## src/rtl/crtc_mode_loader.sv

```systemverilog
// crtc_mode_loader: walks a mode ROM and programs a 6845-style CRTC
// over its index/data port, with optional masked readback checking.
module crtc_mode_loader #(
    parameter int MODE_W     = 2,
    parameter int GAP_CYCLES = 1,
    parameter bit VERIFY     = 1'b1
) (
    input  logic              clk,
    input  logic              rst_n,
    input  logic              start,
    input  logic [MODE_W-1:0] mode,
    input  logic              lock,
    output logic [MODE_W+3:0] tbl_addr,
    input  logic [7:0]        tbl_data,
    output logic              crtc_cs,
    output logic              crtc_a0,
    output logic              crtc_write,
    output logic              crtc_read,
    output logic [7:0]        crtc_bus,
    input  logic [7:0]        crtc_bus_in,
    output logic              busy,
    output logic              done,
    output logic              err,
    output logic [4:0]        err_reg,
    output logic              lock_skip
);

    typedef enum logic [2:0] {
        S_IDLE,
        S_FETCH,
        S_IDX,
        S_DAT,
        S_RD,
        S_GAP,
        S_NEXT,
        S_FIN
    } state_t;

    // Reload value for the idle-gap counter; unused when there is no gap.
    localparam logic [3:0] GAP_M1 =
        (GAP_CYCLES > 0) ? 4'(GAP_CYCLES - 1) : 4'd0;

    state_t              state_q, state_d;
    state_t              ret_q, ret_d;
    logic [MODE_W-1:0]   mode_q, mode_d;
    logic [3:0]          idx_q, idx_d;
    logic [7:0]          data_q, data_d;
    logic                fcnt_q, fcnt_d;
    logic [3:0]          gap_q, gap_d;
    logic                err_q, err_d;
    logic [4:0]          err_reg_q, err_reg_d;
    logic                lock_skip_q, lock_skip_d;

    logic                strobe_end;
    state_t              strobe_tgt;
    logic [7:0]          cur_mask;
    logic                mismatch;

    // Writable-bit mask of each CRTC register; bits outside it read back
    // as whatever the CRTC chooses and must not be compared.
    function automatic logic [7:0] reg_mask(input logic [3:0] i);
        logic [7:0] m;
        case (i)
            4'd3:                      m = 8'h0F;
            4'd4, 4'd6, 4'd7, 4'd10:   m = 8'h7F;
            4'd5, 4'd9, 4'd11:         m = 8'h1F;
            4'd12, 4'd14:              m = 8'h3F;
            default:                   m = 8'hFF;
        endcase
        return m;
    endfunction

    // Masked readback comparison for the register currently addressed.
    always_comb begin
        cur_mask = reg_mask(idx_q);
        mismatch = ((crtc_bus_in & cur_mask) != (data_q & cur_mask));
    end

    // Next-state logic and bus strobes decoded from the current state.
    always_comb begin
        state_d     = state_q;
        ret_d       = ret_q;
        mode_d      = mode_q;
        idx_d       = idx_q;
        data_d      = data_q;
        fcnt_d      = fcnt_q;
        gap_d       = gap_q;
        err_d       = err_q;
        err_reg_d   = err_reg_q;
        lock_skip_d = lock_skip_q;
        strobe_end  = 1'b0;
        strobe_tgt  = S_NEXT;
        crtc_cs     = 1'b0;
        crtc_a0     = 1'b0;
        crtc_write  = 1'b0;
        crtc_read   = 1'b0;
        crtc_bus    = 8'h00;
        done        = 1'b0;

        unique case (state_q)
            S_IDLE: begin
                if (start) begin
                    mode_d      = mode;
                    idx_d       = 4'd0;
                    fcnt_d      = 1'b0;
                    err_d       = 1'b0;
                    err_reg_d   = 5'd0;
                    lock_skip_d = 1'b0;
                    state_d     = S_FETCH;
                end
            end
            S_FETCH: begin
                if (!fcnt_q) begin
                    fcnt_d = 1'b1;
                end else begin
                    fcnt_d = 1'b0;
                    data_d = tbl_data;
                    if (lock && (idx_q <= 4'd9)) begin
                        lock_skip_d = 1'b1;
                        state_d     = S_NEXT;
                    end else begin
                        state_d = S_IDX;
                    end
                end
            end
            S_IDX: begin
                crtc_cs    = 1'b1;
                crtc_write = 1'b1;
                crtc_bus   = {4'd0, idx_q};
                strobe_end = 1'b1;
                strobe_tgt = S_DAT;
            end
            S_DAT: begin
                crtc_cs    = 1'b1;
                crtc_a0    = 1'b1;
                crtc_write = 1'b1;
                crtc_bus   = data_q;
                strobe_end = 1'b1;
                strobe_tgt = VERIFY ? S_RD : S_NEXT;
            end
            S_RD: begin
                crtc_cs    = 1'b1;
                crtc_a0    = 1'b1;
                crtc_read  = 1'b1;
                strobe_end = 1'b1;
                strobe_tgt = S_NEXT;
                if (mismatch && !err_q) begin
                    err_d     = 1'b1;
                    err_reg_d = {1'b0, idx_q};
                end
            end
            S_GAP: begin
                if (gap_q == 4'd0) begin
                    state_d = ret_q;
                end else begin
                    gap_d = gap_q - 4'd1;
                end
            end
            S_NEXT: begin
                if (idx_q == 4'd15) begin
                    state_d = S_FIN;
                end else begin
                    idx_d   = (idx_q == 4'd7) ? 4'd9 : idx_q + 4'd1;
                    state_d = S_FETCH;
                end
            end
            S_FIN: begin
                done    = 1'b1;
                state_d = S_IDLE;
            end
        endcase

        if (strobe_end) begin
            if (GAP_CYCLES == 0) begin
                state_d = strobe_tgt;
            end else begin
                state_d = S_GAP;
                ret_d   = strobe_tgt;
                gap_d   = GAP_M1;
            end
        end
    end

    // Sequencer state and sticky status registers.
    always_ff @(posedge clk or negedge rst_n) begin
        if (!rst_n) begin
            state_q     <= S_IDLE;
            ret_q       <= S_IDLE;
            mode_q      <= '0;
            idx_q       <= 4'd0;
            data_q      <= 8'h00;
            fcnt_q      <= 1'b0;
            gap_q       <= 4'd0;
            err_q       <= 1'b0;
            err_reg_q   <= 5'd0;
            lock_skip_q <= 1'b0;
        end else begin
            state_q     <= state_d;
            ret_q       <= ret_d;
            mode_q      <= mode_d;
            idx_q       <= idx_d;
            data_q      <= data_d;
            fcnt_q      <= fcnt_d;
            gap_q       <= gap_d;
            err_q       <= err_d;
            err_reg_q   <= err_reg_d;
            lock_skip_q <= lock_skip_d;
        end
    end

    // Status outputs; busy covers every working state except the done cycle.
    always_comb begin
        tbl_addr  = {mode_q, idx_q};
        busy      = (state_q != S_IDLE) && (state_q != S_FIN);
        err       = err_q;
        err_reg   = err_reg_q;
        lock_skip = lock_skip_q;
    end

endmodule

```

## config.mk

```make
export PLATFORM = sky130hd
export DESIGN_NAME = crtc_mode_loader
export DESIGN_NICKNAME = d
export VERILOG_FILES = /design/src/rtl/crtc_mode_loader.sv
export SDC_FILE = /design/constraint.sdc
export NUM_CORES = 1
export LEC_CHECK = 0
export ABC_AREA = 1
export CORE_AREA = 2 2 69 71
export CTS_CLUSTER_DIAMETER = 50
export DETAILED_ROUTE_END_ITERATION = 8
export DIE_AREA = 0 0 71 73
export PLACE_DENSITY = 0.78
export SYNTH_ARGS = -nofsm -noshare
export SYNTH_HDL_FRONTEND = slang
export SYNTH_SLANG_ARGS = --single-unit
```

## constraint.sdc

```tcl
create_clock -name clk -period 2.17 [get_ports clk]
set_input_delay 0.434 -clock clk [delete_from_list [all_inputs] [get_ports clk]]
set_output_delay 0.434 -clock clk [all_outputs]
set_load 0.01 [all_outputs]
```

==> Yosys cells after proc, flatten, opt, wreduce, memory -nomap -nowiden <==
Memory sizes are Yosys's and may differ from the RTL's.
Index checks and enable logic that the tools add are counted.
{ "totals": {"memories": 1, "rom_bits": 64, "inputBits": 22, "elab_cells": 91, "register_bits": 32} }
{ "op_classes": {"n_reduce_logical": 23, "n_lt_le_gt_ge": 1, "eq_ne": 20, "mux": 32, "addsub": 2, "bitwise_logic": 2} }
{ "mem_list": {"columns": ["memory", "depth", "width", "read_ports", "rd_clocked_by_memory_dff", "write_ports", "line", "text"], "rows": [
  ["(no name shown)", 16, 4, 1, 0, 0, "63", "case (i)"]
]} }
{ "op_table": {"columns": ["op", "count"], "rows": [
  ["$mux 4", 6],
  ["$mux 3", 6],
  ["$and 8x8->8", 2],
  ["$pmux 8 s2", 1],
  ["$pmux 3 s5", 1],
  ["$eq 3x3->1 const B", 4],
  ["$ne 2x2->1 const B", 6],
  ["$ne 3x3->1 const B", 4],
  ["$mux 1", 10],
  ["$mux 5", 2],
  ["$pmux 5 s2", 1],
  ["$ne 8x8->1", 1],
  ["$pmux 4 s2", 1],
  ["$reduce_and 2->1", 4],
  ["$reduce_and 4->1", 2],
  ["$reduce_bool 2->1", 4],
  ["$eq 3x2->1 const B", 2],
  ["$pmux 1 s2", 3],
  ["$pmux 3 s2", 1],
  ["$reduce_and 3->1", 2],
  ["$reduce_bool 6->1", 1],
  ["$add 4x1->4 const B", 1],
  ["$eq 4x3->1 const B", 1],
  ["$eq 4x4->1 const B", 1],
  ["other kinds (10)", 13]
]} }

==> Logic depth before layout (Yosys ltp) <==
Gate-level depths: netlist of the first run.
{ "logic_depth": {"ltp_word": 6, "mapped_depth": 11, "mapped_depth_nobuf": 11} }

==> Worst setup path before layout of the first run <==
OpenSTA, ideal clock, no wires.
{ "synth_timing": {"kind": "flip-flop to output port", "start": "register state_q[0]", "end": "output port crtc_bus[2]", "arrival_ns": 1.148, "path_buffers": 0, "path_stages_with_launch": 4, "slack_ns": 0.588, "cell_sequence": "dfrtp_1 -> nor3_1 -> inv_1 -> o21ai_0"} }
{ "synth_between": {"elab_chain_cells": 2} }
{ "synth_lines": {"columns": ["element", "line", "text"], "rows": [
  ["start, declared", "43", "state_t state_q, state_d;"],
  ["start signal, assigned", "198", "state_q <= state_d;"],
  ["$eq 3x2->1", "100", "unique case (state_q)"],
  ["$pmux 8 s2 *", "100", null],
  ["end, declared", "19", "output logic [7:0] crtc_bus,"]
]} }
Mark *: on every way between the ends. The rest lies on a longest branch, timed or not.

==> Final worst setup path of the first run <==
{ "layout_timing": {"start": "register state_q[0]", "end": "output port crtc_bus[6]"} }
The elaborated chain is that of the path after synthesis.

==> results.cfg, run 1 <==
[timing]
fin_crit_sh = 0.963
clock_skew_ns = 0.00583
finalHoldViolations = 0
finalSetupViolations = 0
grt_setup_unrepaired = false
fin_tns_setup_ns = 0
whs_ns = 0.477
fin_crit_ns = 2.09
slew_viol_final = 0
max_freq_mhz = 479

[synth]
ys_types = 28
synth_edf_count = 0
synth_top_area_cell = dfrtp_1
synthCells = 235
synth_seq_cells = 31
synth_nets = 266
seq_area_frac_synth = 0.429
yosysWarnings = 0
ys.flop_type = dfrtp_1
ys_top_cells_by_count = nand2_1, inv_1, dfrtp_1
yosys-top-cells-area = dfrtp_1, nand2_1, inv_1
synth_async_sr_flop_share = 1.00
synth_top_area_frac = 0.429
synthesis.area_um2 = 1810
synth.most_common_cell = nand2_1
syn_area_per_cell_um2 = 7.69

[drt]
first_pass_iters = 4
drc = 0
drtAntennaViolNets = 0
viasPerCell = 4.80
vias = 1660
wire_per_inst_um = 12.1
drt_wl_total_um = 4180
drt-initial-drc-count = 86

[worst_setup_path]
cp-endpoint = crtc_bus[6]
critPathCaptureType = output port
r2r_slack_ns = 0.45
required_ns = 1.74
critical_path_class = reg2out
reg2reg_from = idx_q[0]
crit_path_max_fanout = 8
critical_path_arrival_ns = 1.66
r2r-end = err_reg[0]
r2r_cells = 10
worstSetupStartpointType = register
cp-startpoint = state_q[0]

[final_layout]
drive_gt1_frac = 0.120
n_antenna_cell = 0
synthToLayoutAreaGrowth_pct = 37.9
fill_cells = 418
largest_reg_flops = 8
final_core_util = 0.550
nets = 322
final_cells = 346

[power]
ir_drop_mv = 0.610
power.density_nw_per_um2 = 1250
total_leakage_power_nw = 1.30

[clocking]
cts_inserted_buffers = 5
htree_levels = 2
insertion_delay_ns = 0.29
cts_tree = yes
clkTransAtPathRegs_ns = 0.06
ctsLongestPathBuffers = 2
cts-root-buf = clkbuf_8
cts.sinks = 31
cts_hold_buf = 0

[floorplanning]
die_h_um = 73
core-area_um2 = 4540
initial_utilization = 0.399
boundaryPins = 49
rows = 25
fp.dieW_um = 71
die_area_um2 = 5180

[global_route]
track_usage = 0.183
first_global_vias = 1636
overflow = 0
grt_max_degree = 32
grt_pass1_wl_um = 7330
grt_antenna_before_repair = 0

[worst_hold_path]
holdCritPathClass = reg2reg

[placement]
dp_hpwl_um = 3160
dpl.cell_count = 337
routabilityCongestion = 0.830
port_buffers = 47

[job]
cap_violations = 0

[run_status]
outcome = finished, final reports clean
-- power by group --
group          switching (W)  leakage (nW)  internal, W  total (W)
combinational       0.000879         0.859     0.000707    0.00159
clock               0.000208        0.0515     0.000289   0.000497
sequential          0.000207         0.394     0.000821    0.00103
-- layer usage --
layer / track usage / part of all wire / vias up / wire length, um
li1: - / - / 854 / -
met1: 0.226 / 0.45 / 754 / 1880
met2: 0.303 / 0.48 / 44 / 2000
met3: 0.0525 / 0.055 / 8 / 230
met4: 0.0713 / 0.016 / 0 / 68
met5: 0 / 0 / - / 0
-- worst min-delay path by stage --
stage | start | end | slack (ns) | cells past startpoint
CTS | mode_q[1] | mode_q[1] | 0.48 | 2
global placement | mode_q[1] | mode_q[1] | 0.47 | 2
floorplan | rst_n | data_q[0] | 0.14 | 0
finish | mode_q[1] | mode_q[1] | 0.48 | 2
detailed placement | mode_q[1] | mode_q[1] | 0.47 | 2
global route | ret_q[0] | ret_q[0] | 0.51 | 2
-- cells in the final DEF, fill, tap and decap left out, drive strengths merged --
master and count:
nand2 69, inv 39, clkdlybuf4s50 38, dfrtp 31, nor2 22, nand3 19
o21ai 13, ha 9, clkbuf 8, o22ai 7, a21oi 7, dlygate4sd2 5
buf 5, dlymetal6s2s 4, xnor2 3, o21a 2, a31oi 2, nor3 2
o21bai 1, or2 1, xor2 1, o211ai 1, nand4 1, a22o 1
conb 1
-- through the flow --
stage	area, um^2	setup WS (ns)	power [W]
after floorplan	1810	0.588	0.00193
after global placement	2360	0.120	0.00256
after detailed placement	2360	0.0632	0.00260
after CTS	2480	0.0177	0.00314
after global routing	2490	0.0295	0.00339
final	2490	0.0807	0.00311
-- worst max-delay path: stages, from the launching register on --
cell and delay (ns):
dfrtp_2 0.43, nand2_1 0.10, inv_1 0.10, nand2_4 0.09, nor2_1 0.10, clkdlybuf4s50_1 0.54
-- cell families (layout without fill, tap and decap cells) --
logic type | after synthesis | count (layout) | share of synthesized area
compound gates | 34 | 34 | 0.108
buf+inv | 42 | 99 | 0.0920
other cells | 1 | 1 | 0.00207
xor+xnor | 4 | 4 | 0.0194
simple gates | 114 | 114 | 0.287
fa+ha+maj | 9 | 9 | 0.0623
flops | 31 | 31 | 0.429
-- timing repair --
action,CTS,global route
buffers inserted,1,0
endpoints found under the setup margin,7,5
gates resized for setup,13,5
-- final cells by class --
type | count | area (um^2) | area share
well taps | 54 | 67.6 | 0.0271
flip-flops and latches | 31 | 779 | 0.313
inverters | 39 | 149 | 0.0597
multi-input cells | 162 | 885 | 0.355
repair buffers | 52 | 512 | 0.205
clock buffers | 8 | 100 | 0.0402
Note: power is estimated with default switching activity, not from simulation.
==> run 2, diff against run 1 <==
--- a/config.mk
+++ b/config.mk
@@ -6,11 +6,13 @@
 export NUM_CORES = 1
 export LEC_CHECK = 0
 export ABC_AREA = 1
+export ABC_CLOCK_PERIOD_IN_PS = 2170
 export CORE_AREA = 2 2 69 71
 export CTS_CLUSTER_DIAMETER = 50
 export DETAILED_ROUTE_END_ITERATION = 8
 export DIE_AREA = 0 0 71 73
-export PLACE_DENSITY = 0.78
+export HOLD_SLACK_MARGIN = 0.08
+export PLACE_DENSITY_LB_ADDON = 0.15
 export SYNTH_ARGS = -nofsm -noshare
 export SYNTH_HDL_FRONTEND = slang
 export SYNTH_SLANG_ARGS = --single-unit
==> results.cfg, run 2 (synthesis results as in run 1) <==
[final_layout]
layout_common_cells = nand2_1, clkdlybuf4s50_1, inv_1
synthToLayoutAreaGrowth_pct = 36.1
nets = 323
final_core_util = 0.543
n_antenna_cell = 0
drive_gt1_frac = 0.107
finalInstanceArea_um2 = 2460
final_cells = 345
largest_reg_flops = 8
layout_commonest_cell = nand2_1

[timing]
fin_crit_sh = 0.944
clock_skew_ns = 0.00292
slew_viol_final = 0
finalHoldViolations = 0
finalSetupViolations = 0
grt_setup_unrepaired = false
max_freq_mhz = 488
fin_crit_ns = 2.05
fin_tns_setup_ns = 0

[global_route]
overflow = 0
grt_pass1_wl_um = 7270
grt_antenna_before_repair = 0
grt_max_degree = 32
track_usage = 0.181
first_global_vias = 1625

[worst_hold_path]
holdCritPathClass = reg2reg
min-delay-start = mode_q[1]
min_path_cells = 2
holdPathEnd = mode_q[1]

[clocking]
insertion_delay_ns = 0.28
cts-root-buf = clkbuf_8
cts_inserted_buffers = 5
cts.sinks = 31
clkTransAtPathRegs_ns = 0.06
ctsLongestPathBuffers = 2
cts_hold_buf = 0
cts_tree = yes
htree_levels = 2

[power]
p_sw_w = 0.00127
swShare = 0.423
pwr-share-seq = 0.333
ir_drop_mv = 0.596
clkPwrFrac = 0.138
p_comb_frac = 0.529
intPower_w = 0.00173
power.density_nw_per_um2 = 1220
total_leakage_power_nw = 1.28

[drt]
drt-initial-drc-count = 59
first_pass_iters = 4
drt_wl_total_um = 4250
vias = 1641
drtAntennaViolNets = 0
wire_per_inst_um = 12.3
viasPerCell = 4.76
drc = 0

[worst_setup_path]
r2r-end = err_reg[1]
required_ns = 1.74
worstSetupStartpointType = register
crit_path_max_fanout = 8
r2r_slack_ns = 0.44
critical_path_class = reg2out
critical_path_arrival_ns = 1.61
critPathCaptureType = output port
reg2reg_from = idx_q[0]
r2r_cells = 8

[floorplanning]
fp.dieW_um = 71
die_h_um = 73
boundaryPins = 49
die_area_um2 = 5180
core-area_um2 = 4540
initial_utilization = 0.399
rows = 25

[job]
cap_violations = 0

[run_status]
outcome = finished, final reports clean

[placement]
dpl.cell_count = 337
port_buffers = 47
routabilityCongestion = 0.793
dp_hpwl_um = 3220
placed_area_um2 = 2360
==> run 2: cell count changes in the layout (fill, tap and decap cells not counted), sizes merged <==
cell,previous run,this run
clkbuf,8,6
buf,5,6
dlymetal6s2s,4,3
clkdlybuf4s50,38,39
==> run 2: cell type report <==
class / count / area [um^2]
multi-input cells: 162 / 878
flip-flops and latches: 31 / 777
repair buffers: 53 / 517
inverters: 39 / 149
fillers: 442 / 2070
clock buffers: 6 / 72.6
well taps: 54 / 67.6
==> run 2: worst max-delay path, stage by stage, from the launching register on <==
cell,delay [ns]
dfrtp_2,0.47
inv_4,0.12
nand2_4,0.10
nor2_1,0.11
clkdlybuf4s50_1,0.54
==> run 2: stage by stage <==
step / hold slack (ns) / setup WS, ns / total power, W
finish: 0.475 / 0.121 / 0.00301
global route: 0.518 / 0.0275 / 0.00328
CTS: 0.482 / 0.00139 / 0.00303
detailed placement: 0.466 / 0.125 / 0.00260
global placement: 0.458 / 0.158 / 0.00258
floorplan: 0.138 / 0.588 / 0.00193
==> run 2: worst max path at each step <==
stage | depth (start not counted) | slack [ns] | start | endpoint
finish | 4 | 0.12 | state_q[2] | crtc_bus[7]
global route | 4 | 0.03 | state_q[2] | crtc_bus[7]
CTS | 4 | 0.001 | state_q[2] | busy
detailed placement | 4 | 0.13 | state_q[2] | crtc_bus[2]
global placement | 4 | 0.16 | state_q[2] | crtc_bus[3]
floorplan | 3 | 0.59 | state_q[0] | crtc_bus[2]
==> run 2: metal layers <==
layer	wire length, um	vias to the layer above	track usage	share of wire
met5	0	-	0	0
met1	1870	747	0.213	0.44
met2	2120	32	0.327	0.50
li1	-	854	-	-
met4	77	0	0.0692	0.018
met3	186	8	0.0345	0.044
==> run 2: power groups by stage <==
| stage | sequential, W | combinational (W) | clock (W) |
|---|---|---|---|
| floorplan | 0.00103 | 0.000898 | 0 |
| global placement | 0.000998 | 0.00158 | 0 |
| detailed placement | 0.00100 | 0.00159 | 0 |
| CTS | 0.000997 | 0.00161 | 0.000416 |
| global route | 0.00104 | 0.00181 | 0.000438 |
| finish | 0.00100 | 0.00159 | 0.000414 |
==> run 2: repair_timing <==
| item | CTS | global route |
|---|---|---|
| setup buffers | 2 | 0 |
| resized for setup | 9 | 4 |
| setup endpoints to repair | 7 | 4 |
==> run 3, diff against run 2 <==
--- a/config.mk
+++ b/config.mk
@@ -5,7 +5,6 @@
 export SDC_FILE = /design/constraint.sdc
 export NUM_CORES = 1
 export LEC_CHECK = 0
-export ABC_AREA = 1
 export ABC_CLOCK_PERIOD_IN_PS = 2170
 export CORE_AREA = 2 2 69 71
 export CTS_CLUSTER_DIAMETER = 50
==> results.cfg, run 3 <==
[run_status]
outcome = finished, final reports clean

[floorplanning]
die_h_um = 73
core-area_um2 = 4540
initial_utilization = 0.403
die_area_um2 = 5180
rows = 25
boundaryPins = 49
fp.dieW_um = 71

[final_layout]
synthToLayoutAreaGrowth_pct = 37.5
largest_reg_flops = 8
layout_common_cells = clkdlybuf4s50_1, dfrtp_1, nand2_1
final_core_util = 0.554
drive_gt1_frac = 0.126
layout_commonest_cell = clkdlybuf4s50_1
final_cells = 307
nets = 283
n_antenna_cell = 0

[worst_hold_path]
min_path_cells = 2
holdCritPathClass = reg2reg

[power]
p_comb_frac = 0.502
total_leakage_power_nw = 1.25
clkPwrFrac = 0.161
ir_drop_mv = 0.510
pwr-share-seq = 0.338
swShare = 0.376
intPower_w = 0.00170
p_sw_w = 0.00103
power.density_nw_per_um2 = 1090

[drt]
drc = 0
first_pass_iters = 4
vias = 1540
drt_wl_total_um = 4150
viasPerCell = 5.02
drtAntennaViolNets = 0
wire_per_inst_um = 13.5
drt-initial-drc-count = 78

[placement]
dpl.cell_count = 298
port_buffers = 47
dp_hpwl_um = 3070
routabilityCongestion = 0.775

[global_route]
grt_max_degree = 32
first_global_vias = 1475
grt_antenna_before_repair = 0
top_usage_layer = met2
grt_pass1_wl_um = 6910
grtUsageMet3 = 0.0470
gr-usage-met2 = 0.278
global_route.usage.met1 = 0.229
track_usage = 0.174
overflow = 0

[timing]
relSlewSlack = 0.646
finalHoldViolations = 0
fin_tns_setup_ns = 0
worstMarginPinSlew_ns = 0.530
grt_setup_unrepaired = false
clock_skew_ns = 0.00800
fin_crit_ns = 2.09
slew_viol_final = 0
finalSetupViolations = 0
fin_crit_sh = 0.963
max_freq_mhz = 479

[synth]
synth_top_area_frac = 0.424
ys.flop_type = dfrtp_1
synth_xor_xnor_area_share = 0.0383
synth.most_common_cell = dfrtp_1
synthCells = 196
seq_area_frac_synth = 0.424
yosys-top-cells-area = dfrtp_1, ha_1, mux2i_1
synth_fa_ha_area_frac = 0.0616
synth-compound-area-share = 0.124
yosysWarnings = 0
synth_async_sr_flop_share = 1.00
synth_edf_count = 0
synth_top_area_cell = dfrtp_1
synth_seq_cells = 31
synth_nets = 227
yosys.area_share.simple = 0.195
ys_top_cells_by_count = dfrtp_1, nand2_1, nor2_1
ys_types = 39
synth_top_family_by_area = simple AND/OR/NAND/NOR gates
syn_area_per_cell_um2 = 9.33
synthesis.area_um2 = 1830
synthMuxAreaShare = 0.104

[clocking]
cts_inserted_buffers = 5
ctsLongestPathBuffers = 2
htree_levels = 2
cts.sinks = 31
clkTransAtPathRegs_ns = 0.06
cts-root-buf = clkbuf_8
cts_tree = yes
insertion_delay_ns = 0.29
cts_hold_buf = 0

[worst_setup_path]
required_ns = 1.74
cp.depth = 4
cpPeakStageDelay_ns = 0.53
critical_path_arrival_ns = 1.65
critical_path_class = reg2out
worstSetupStartpointType = register
crit_buf_inv = 2
critPathCaptureType = output port
path_delay_family = buffers and inverters
crit_path_max_fanout = 8
path_cells = buf_4, and3_1, nor2_1, clkdlybuf4s50_1
r2r_cells = 6
crit_path_top_delay_cell = clkdlybuf4s50_1

[job]
cap_violations = 0
run 3: changes by cell type in the layout (fill, tap and decap cells not counted), moves of 5 or more:
cell,delta
and3_1,+7
buf_4,+6
dlymetal6s2s_1,+5
inv_1,-24
mux2_2,+8
mux2i_1,+10
nand2_1,-37
nand3_1,-14
o21ai_0,-7
run 3: cell type report:
| class | instances | area [um^2] |
|---|---|---|
| multi-input cells | 143 | 960 |
| repair buffers | 60 | 588 |
| inverters | 11 | 41.3 |
| fillers | 416 | 2020 |
| clock buffers | 7 | 76.3 |
| well taps | 54 | 67.6 |
| flip-flops and latches | 31 | 776 |
| clock inverters | 1 | 5.00 |
run 3: cell families (layout without fill, tap and decap cells):
kind of cell	count (synthesis)	in the layout
AOI/OAI and AO/OA	32	32
xor gates and xnor gates	8	8
adders and majority gates	9	9
buffers and inverters	22	79
DFF	31	31
muxes	18	18
other	1	1
and+or+nand+nor	75	75
run 3: worst min-delay path, delay by kind of cell, from the launching register on:
| family | cells | cell delay [ns] |
|---|---|---|
| and+or+nand+nor | 2 | 0.10 |
| DFF | 1 | 0.34 |
run 3: repair_timing:
| action | CTS | global route |
|---|---|---|
| setup buffers | 0 | 1 |
| gates resized for setup | 4 | 9 |
| endpoints found under the hold margin | 0 | 0 |
| endpoints found under the setup margin | 7 | 9 |
run 3: final timing paths:
kind | start | end | slack (ns)
hold / removal | mode_q[0] | mode_q[0] | 0.48
max in group asynchronous | rst_n | data_q[6] | 1.32
min in group asynchronous | rst_n | mode_q[1] | 0.55
hold reg to reg | mode_q[0] | mode_q[0] | 0.48
setup reg to reg | idx_q[0] | err_reg[2] | 0.22
setup / recovery | state_q[2] | busy | 0.08
run 3: power groups by stage:
| stage | Combinational, W | Sequential [W] | Clock (W) |
|---|---|---|---|
| 2_1_floorplan | 0.000851 | 0.000920 | 0 |
| 3_3_place_gp | 0.00137 | 0.000929 | 0 |
| 3_5_place_dp | 0.00138 | 0.000931 | 0 |
| 4_1_cts | 0.00137 | 0.000921 | 0.000452 |
| 5_1_grt | 0.00151 | 0.000948 | 0.000477 |
| 6_report | 0.00137 | 0.000921 | 0.000438 |
run 3: through the flow:
stage / area (um^2) / hold slack, ns / setup slack, ns / power (W)
floorplan: 1830 / 0.138 / 0.394 / 0.00177
global placement: 2400 / 0.460 / 0.199 / 0.00230
detailed placement: 2400 / 0.464 / 0.153 / 0.00231
CTS: 2480 / 0.480 / 0.0219 / 0.00274
global route: 2510 / 0.514 / 0.0118 / 0.00294
finish: 2510 / 0.481 / 0.0812 / 0.00273
run 3: routing by layer:
| layer | vias to the layer above | part of all wire |
|---|---|---|
| met1 | 708 | 0.49 |
| met5 | - | 0 |
| li1 | 787 | - |
| met4 | 0 | 0.015 |
| met2 | 39 | 0.45 |
| met3 | 6 | 0.049 |
